$ cat config.mk
export PLATFORM = sky130hd
export DESIGN_NAME = alu_req_arbiter
export DESIGN_NICKNAME = d
export VERILOG_FILES = /design/src/rtl/alu_pkg.sv /design/src/rtl/rr_arbiter.sv /design/src/rtl/alu_req_arbiter.sv
export SDC_FILE = /design/constraint.sdc
export NUM_CORES = 1
export LEC_CHECK = 0
export CORE_MARGIN = 3
export CORE_UTILIZATION = 40
export CTS_CLUSTER_SIZE = 12
export DETAILED_ROUTE_END_ITERATION = 16
export DONT_BUFFER_PORTS = 1
export MAX_ROUTING_LAYER = met4
export PLACE_DENSITY = 0.57
export SLEW_MARGIN = 20
export SYNTH_ARGS = -nofsm -noshare
export SYNTH_HDL_FRONTEND = slang
export SYNTH_SLANG_ARGS = --single-unit
$ cat constraint.sdc
create_clock -name clk -period 2.71 [get_ports clk]
set_input_delay 0 -clock clk [delete_from_list [all_inputs] [get_ports clk]]
set_output_delay 0 -clock clk [all_outputs]
set_load 0.005 [all_outputs]
$ cat src/rtl/alu_pkg.sv
// Shared ALU definitions: opcode map, arbiter FSM encoding and request payload.
package alu_pkg;

  localparam int unsigned DATA_W = 8;
  localparam int unsigned OP_W   = 4;

  localparam logic [OP_W-1:0] OP_ADD  = 4'h0;
  localparam logic [OP_W-1:0] OP_SUB  = 4'h1;
  localparam logic [OP_W-1:0] OP_MUL  = 4'h2;
  localparam logic [OP_W-1:0] OP_INC  = 4'h3;
  localparam logic [OP_W-1:0] OP_DEC  = 4'h4;
  localparam logic [OP_W-1:0] OP_AND  = 4'h5;
  localparam logic [OP_W-1:0] OP_OR   = 4'h6;
  localparam logic [OP_W-1:0] OP_NOT  = 4'h7;
  localparam logic [OP_W-1:0] OP_XOR  = 4'h8;
  localparam logic [OP_W-1:0] OP_XNOR = 4'h9;
  localparam logic [OP_W-1:0] OP_NAND = 4'hA;
  localparam logic [OP_W-1:0] OP_NOR  = 4'hB;
  localparam logic [OP_W-1:0] OP_SHL  = 4'hC;
  localparam logic [OP_W-1:0] OP_SHR  = 4'hD;
  localparam logic [OP_W-1:0] OP_ROL  = 4'hE;
  localparam logic [OP_W-1:0] OP_ROR  = 4'hF;

  localparam int unsigned ST_W = 2;
  localparam logic [ST_W-1:0] ST_IDLE = 2'd0;
  localparam logic [ST_W-1:0] ST_EXEC = 2'd1;
  localparam logic [ST_W-1:0] ST_RESP = 2'd2;

  typedef struct packed {
    logic [DATA_W-1:0] a;
    logic [DATA_W-1:0] b;
    logic [OP_W-1:0]   op;
    logic              sel;
  } alu_req_t;

endpackage

$ cat src/rtl/rr_arbiter.sv
// Combinational round-robin pick: lowest requesting index at or above the
// pointer, wrapping to 0.
module rr_arbiter #(
  parameter int unsigned NUM_REQ = 4,
  parameter int unsigned ID_W    = $clog2(NUM_REQ)
) (
  input  logic [NUM_REQ-1:0] i_req,
  input  logic [ID_W-1:0]    i_ptr,
  output logic [NUM_REQ-1:0] o_gnt,
  output logic [ID_W-1:0]    o_gnt_id,
  output logic               o_any
);

  logic [ID_W-1:0] w_idx;
  logic            w_hit;

  // Walk the requesters in priority order starting at the pointer.
  always_comb begin
    o_gnt    = '0;
    o_gnt_id = '0;
    w_hit    = 1'b0;
    w_idx    = '0;
    for (int unsigned k = 0; k < NUM_REQ; k++) begin
      w_idx = ID_W'((32'(i_ptr) + k) % NUM_REQ);
      if (!w_hit && i_req[w_idx]) begin
        w_hit        = 1'b1;
        o_gnt[w_idx] = 1'b1;
        o_gnt_id     = w_idx;
      end
    end
    o_any = w_hit;
  end

endmodule

$ cat src/rtl/alu_req_arbiter.sv
// Sequences one shared ALU between NUM_REQ requesters: accept, execute for one
// cycle, then hold the registered result until the winner takes it.
module alu_req_arbiter
  import alu_pkg::*;
#(
  parameter int unsigned NUM_REQ = 4,
  parameter int unsigned ID_W    = $clog2(NUM_REQ)
) (
  input  logic                      clk,
  input  logic                      reset,
  input  logic [NUM_REQ-1:0]        req_valid,
  output logic [NUM_REQ-1:0]        req_ready,
  input  logic [NUM_REQ*DATA_W-1:0] req_a,
  input  logic [NUM_REQ*DATA_W-1:0] req_b,
  input  logic [NUM_REQ*OP_W-1:0]   req_op,
  input  logic [NUM_REQ-1:0]        req_sel,
  output logic [NUM_REQ-1:0]        rsp_valid,
  input  logic [NUM_REQ-1:0]        rsp_ready,
  output logic [DATA_W-1:0]         rsp_data,
  output logic [DATA_W-1:0]         alu_a,
  output logic [DATA_W-1:0]         alu_b,
  output logic [OP_W-1:0]           alu_opcode,
  output logic                      alu_in_sel,
  output logic                      alu_enable,
  output logic                      alu_reset,
  input  logic [DATA_W-1:0]         alu_out,
  output logic                      busy,
  output logic [ID_W-1:0]           grant_id
);

  logic [ST_W-1:0]    r_state;
  logic [ST_W-1:0]    w_state_nxt;
  logic [ID_W-1:0]    r_ptr;
  logic [ID_W-1:0]    r_gid;
  logic [ID_W-1:0]    w_gid;
  logic [ID_W-1:0]    w_ptr_nxt;
  logic [NUM_REQ-1:0] w_gnt;
  logic               w_any;
  logic               w_accept;
  logic               w_rsp_done;
  alu_req_t           r_req;
  alu_req_t           w_req;
  logic [DATA_W-1:0]  r_result;

  rr_arbiter #(
    .NUM_REQ (NUM_REQ),
    .ID_W    (ID_W)
  ) u_rr_arbiter (
    .i_req    (req_valid),
    .i_ptr    (r_ptr),
    .o_gnt    (w_gnt),
    .o_gnt_id (w_gid),
    .o_any    (w_any)
  );

  // Payload of the current winner.
  always_comb begin
    w_req     = '0;
    w_req.a   = req_a[{w_gid, 3'b000} +: DATA_W];
    w_req.b   = req_b[{w_gid, 3'b000} +: DATA_W];
    w_req.op  = req_op[{w_gid, 2'b00} +: OP_W];
    w_req.sel = req_sel[w_gid];
  end

  assign w_accept   = (r_state == ST_IDLE) && w_any;
  assign w_rsp_done = (r_state == ST_RESP) && rsp_ready[r_gid];
  assign w_ptr_nxt  = ID_W'((32'(w_gid) + 32'd1) % NUM_REQ);

  always_ff @(posedge clk) begin
    if (reset) r_state <= ST_IDLE;
    else       r_state <= w_state_nxt;
  end

  always_comb begin
    w_state_nxt = r_state;
    case (r_state)
      ST_IDLE: if (w_accept) w_state_nxt = ST_EXEC;
      ST_EXEC: w_state_nxt = ST_RESP;
      ST_RESP: if (w_rsp_done) w_state_nxt = ST_IDLE;
      default: w_state_nxt = ST_IDLE;
    endcase
  end

  // Latched operation, winner, pointer and captured ALU result.
  always_ff @(posedge clk) begin
    if (reset) begin
      r_req    <= '0;
      r_gid    <= '0;
      r_ptr    <= '0;
      r_result <= '0;
    end else begin
      if (w_accept) begin
        r_req <= w_req;
        r_gid <= w_gid;
        r_ptr <= w_ptr_nxt;
      end
      if (r_state == ST_EXEC) r_result <= alu_out;
    end
  end

  assign req_ready  = (!reset && w_accept) ? w_gnt : '0;
  assign rsp_valid  = (r_state == ST_RESP) ? (NUM_REQ'(1) << r_gid) : '0;
  assign rsp_data   = r_result;
  assign alu_a      = r_req.a;
  assign alu_b      = r_req.b;
  assign alu_opcode = r_req.op;
  assign alu_in_sel = r_req.sel;
  assign alu_enable = (r_state == ST_EXEC);
  assign alu_reset  = reset;
  assign busy       = (r_state != ST_IDLE);
  assign grant_id   = r_gid;

endmodule

==> flow_summary_export.csv <==
group,metric,value,unit
run_status,outcome,"finished, final reports clean",
min_path,min-delay-start,"reset",
floorplanning,die_w,83.7,um
cells_and_area,area_delta_synth_final,46.5,%
synth,synth_fp_nets,357,
cells_and_area,final_cells,410,
detailed_routing,drc,0,
setup_path,crit_arrival,2740,ps
synth,ys_seq_elements,35,
setup_path,critPathLaunch,"r_ptr[1]",
floorplanning,coreArea,0.00568,mm^2
detailed_routing,first_iter_violations,93,
setup_path,end_kind,"register",
floorplanning,start_util,42.5,%
detailed_routing,drtAntennaViolNets,0,
setup_path,critPathKind,"reg2reg",
place,io_buffers,0,
global_routing,grt_first_pass_wirelength,12.9,mm
timing,layout_setup_ws,125,ps
cells_and_area,final_cell_mix,"dlygate4sd3_1 (92), mux2i_1 (43), dfxtp_1 (34), nand3b_1 (26), nand2_1 (20)",
cells_and_area,stdcell_area,0.00354,mm^2
timing,tns,0,ps
clocking,htree_levels,2,
timing,rsz0062_at_grt,"false",
clocking,cts_sinks,35,
synth,synth_warnings,0,
synth,postSynthCellCount,248,
synth,synth_area,0.00241,mm^2
floorplanning,floorplan.die_area,0.00701,mm^2
clocking,cts_buffers,5,
clocking,clkLatencyLatePin,280,ps
setup_path,regToRegStartpoint,"r_ptr[1]",
clocking,cts_root_buf,"clkbuf_8",
synth,syn_avg_cell_area,9.74,um^2
timing,finalHoldViolCount,0,
global_routing,grt_usage,23.0,%
flow_run,maxCapViolCount,0,
min_path,holdPathStages,0,
min_path,hold_path_class,"in2out",
cells_and_area,final_common_cell,"dlygate4sd3_1",
place,place.gp.congestion,0.743,
timing,relSlewSlack,62.2,%
timing,max_freq,0.387,GHz
timing,finalSetupViolations,0,
cells_and_area,layout-drive-gt1-share,10.4,%
place,place_ws,100,ps
clocking,ctsLongestPathBuffers,2,
timing,post-route-period-util,95.4,%
power,p_per_area,773,mW/mm^2
min_path,hold_path_end,"alu_reset",
setup_path,r2r_slack,130,ps
place,place_area,0.00244,mm^2
setup_path,reg2reg_to,"alu_a[3]",
setup_path,required,2860,ps
setup_path,cp_max_fo,12,
timing,whs,0.144,ps
cells_and_area,nets,446,
place,place_inst,306,
global_routing,grt_max_degree,36,
synth,async_flop_share,0,%
global_routing,grt_pass1_vias,2507,
setup_path,reg2reg_depth,9,
power,vdd_drop_max,0.000380,V
timing,worst_pin_slew,566,ps
timing,period_needed,2580,ps
synth,ys_seq_area_share,29.0,%
detailed_routing,routed_via_density,5.87,
floorplanning,fp.dieH,83.7,um
global_routing,overflow,0,
detailed_routing,routed_wl,8.12,mm
clocking,path_clk_slew,70,ps
clocking,cts_tree,"built",
timing,maxSlewViolCount,0,
floorplanning,ioPinCount,144,
detailed_routing,first_pass_iters,4,
synth,synth-edff-count,0,
power,leakage,1.33,nW
place,hpwlAfterDp,4.45,mm
detailed_routing,vias,2406,
global_routing,antenna_found_initial,0,
synth,ys.flop_type,"dfxtp_1",
floorplanning,rows,27,
detailed_routing,wl_per_cell,19.8,um
setup_path,worstSetupStartpointType,"register",
synth,ys_types,42,
timing,fin_skew,8.90,ps
cells_and_area,antenna_cells,0,
[cell usage after synthesis (2+ instances only)]
cell	count	share of area (%)
nand2b_1	4	1.0
clkbuf_1	8	1.2
buf_12	3	2.5
a221oi_1	5	1.8
nor3b_1	4	1.2
buf_2	4	0.83
mux4_1	3	3.3
nor3_1	2	0.41
nor2_1	17	2.6
dfxtp_1	35	29
o221ai_1	17	6.2
o221ai_2	4	2.5
ha_1	7	3.6
mux2i_1	44	18
nand2_1	20	3.1
nand3b_1	26	8.1
a22oi_1	5	1.6
buf_4	4	1.2
buf_6	2	0.93
a21oi_1	9	1.9
inv_1	4	0.62
[power by group]
part	total (mW)	internal [mW]	switching, mW
registers	0.831	0.679	0.152
clock network	0.419	0.232	0.187
logic	1.48	0.773	0.712
[timing repair]
action	in CTS	in global routing
hold buffers	93	0
buffers inserted	0	1
hold endpoints to repair	35	0
resized for setup	0	2
endpoints found under the setup margin	0	13
[state kept, by name (all words and copies together), names as in the netlist]
register / cells
alu_a: 8
alu_b: 8
alu_in_sel: 1
alu_opcode: 4
grant_id: 2
r_ptr: 2
r_state: 2
rsp_data: 8
[metrics by stage]
| step | util (%) | power (mW) |
|---|---|---|
| floorplan | - | 1.92 |
| global placement | 43.1 | 2.07 |
| detailed placement | 43.1 | 2.09 |
| CTS | 61.2 | 2.62 |
| global route | 62.3 | 2.92 |
| finish | 62.3 | 2.73 |
[routing by layer]
metal	vias up	share of wire, %	track usage [%]
li1	1118	-	-
met4	0	3.0	8.48
met5	-	0	-
met1	1103	38	27.9
met3	28	9.2	6.02
met2	157	49	36.7
[how the worst max path moves through the flow]
stage	to	slack (ps)	cells after the start
finish	alu_a[3]	130	9
global route	alu_b[6]	10	9
CTS	alu_opcode[2]	80	9
detailed placement	alu_a[6]	100	9
global placement	alu_opcode[2]	140	9
floorplan	alu_a[7]	10	12
[cell families after synthesis]
family | count (synthesis) | share of synthesized area (%)
muxes | 48 | 22.4
adders and majority gates | 7 | 3.63
AOI/OAI and AO/OA | 48 | 17.0
buffers and inverters | 27 | 8.13
xor gates and xnor gates | 1 | 0.363
DFF | 35 | 29.0
and+or+nand+nor | 82 | 19.4
[final cells by class]
| type | instances | area [um^2] |
|---|---|---|
| clock buffers | 8 | 100 |
| fillers | 463 | 2140 |
| inverters | 5 | 21.3 |
| multi-input cells | 186 | 1540 |
| flip-flops and latches | 35 | 704 |
| well taps | 72 | 90.1 |
| repair buffers | 104 | 1080 |
[worst max-delay path: stages, from the launching register on]
cell	delay, ps
dfxtp_1	310
inv_1	150
ha_4	260
or3b_1	390
a2111oi_2	370
or3_4	200
o21a_4	200
buf_12	170
mux2i_1	250
o221ai_1	150
Note: power is estimated with default switching activity, not from simulation.
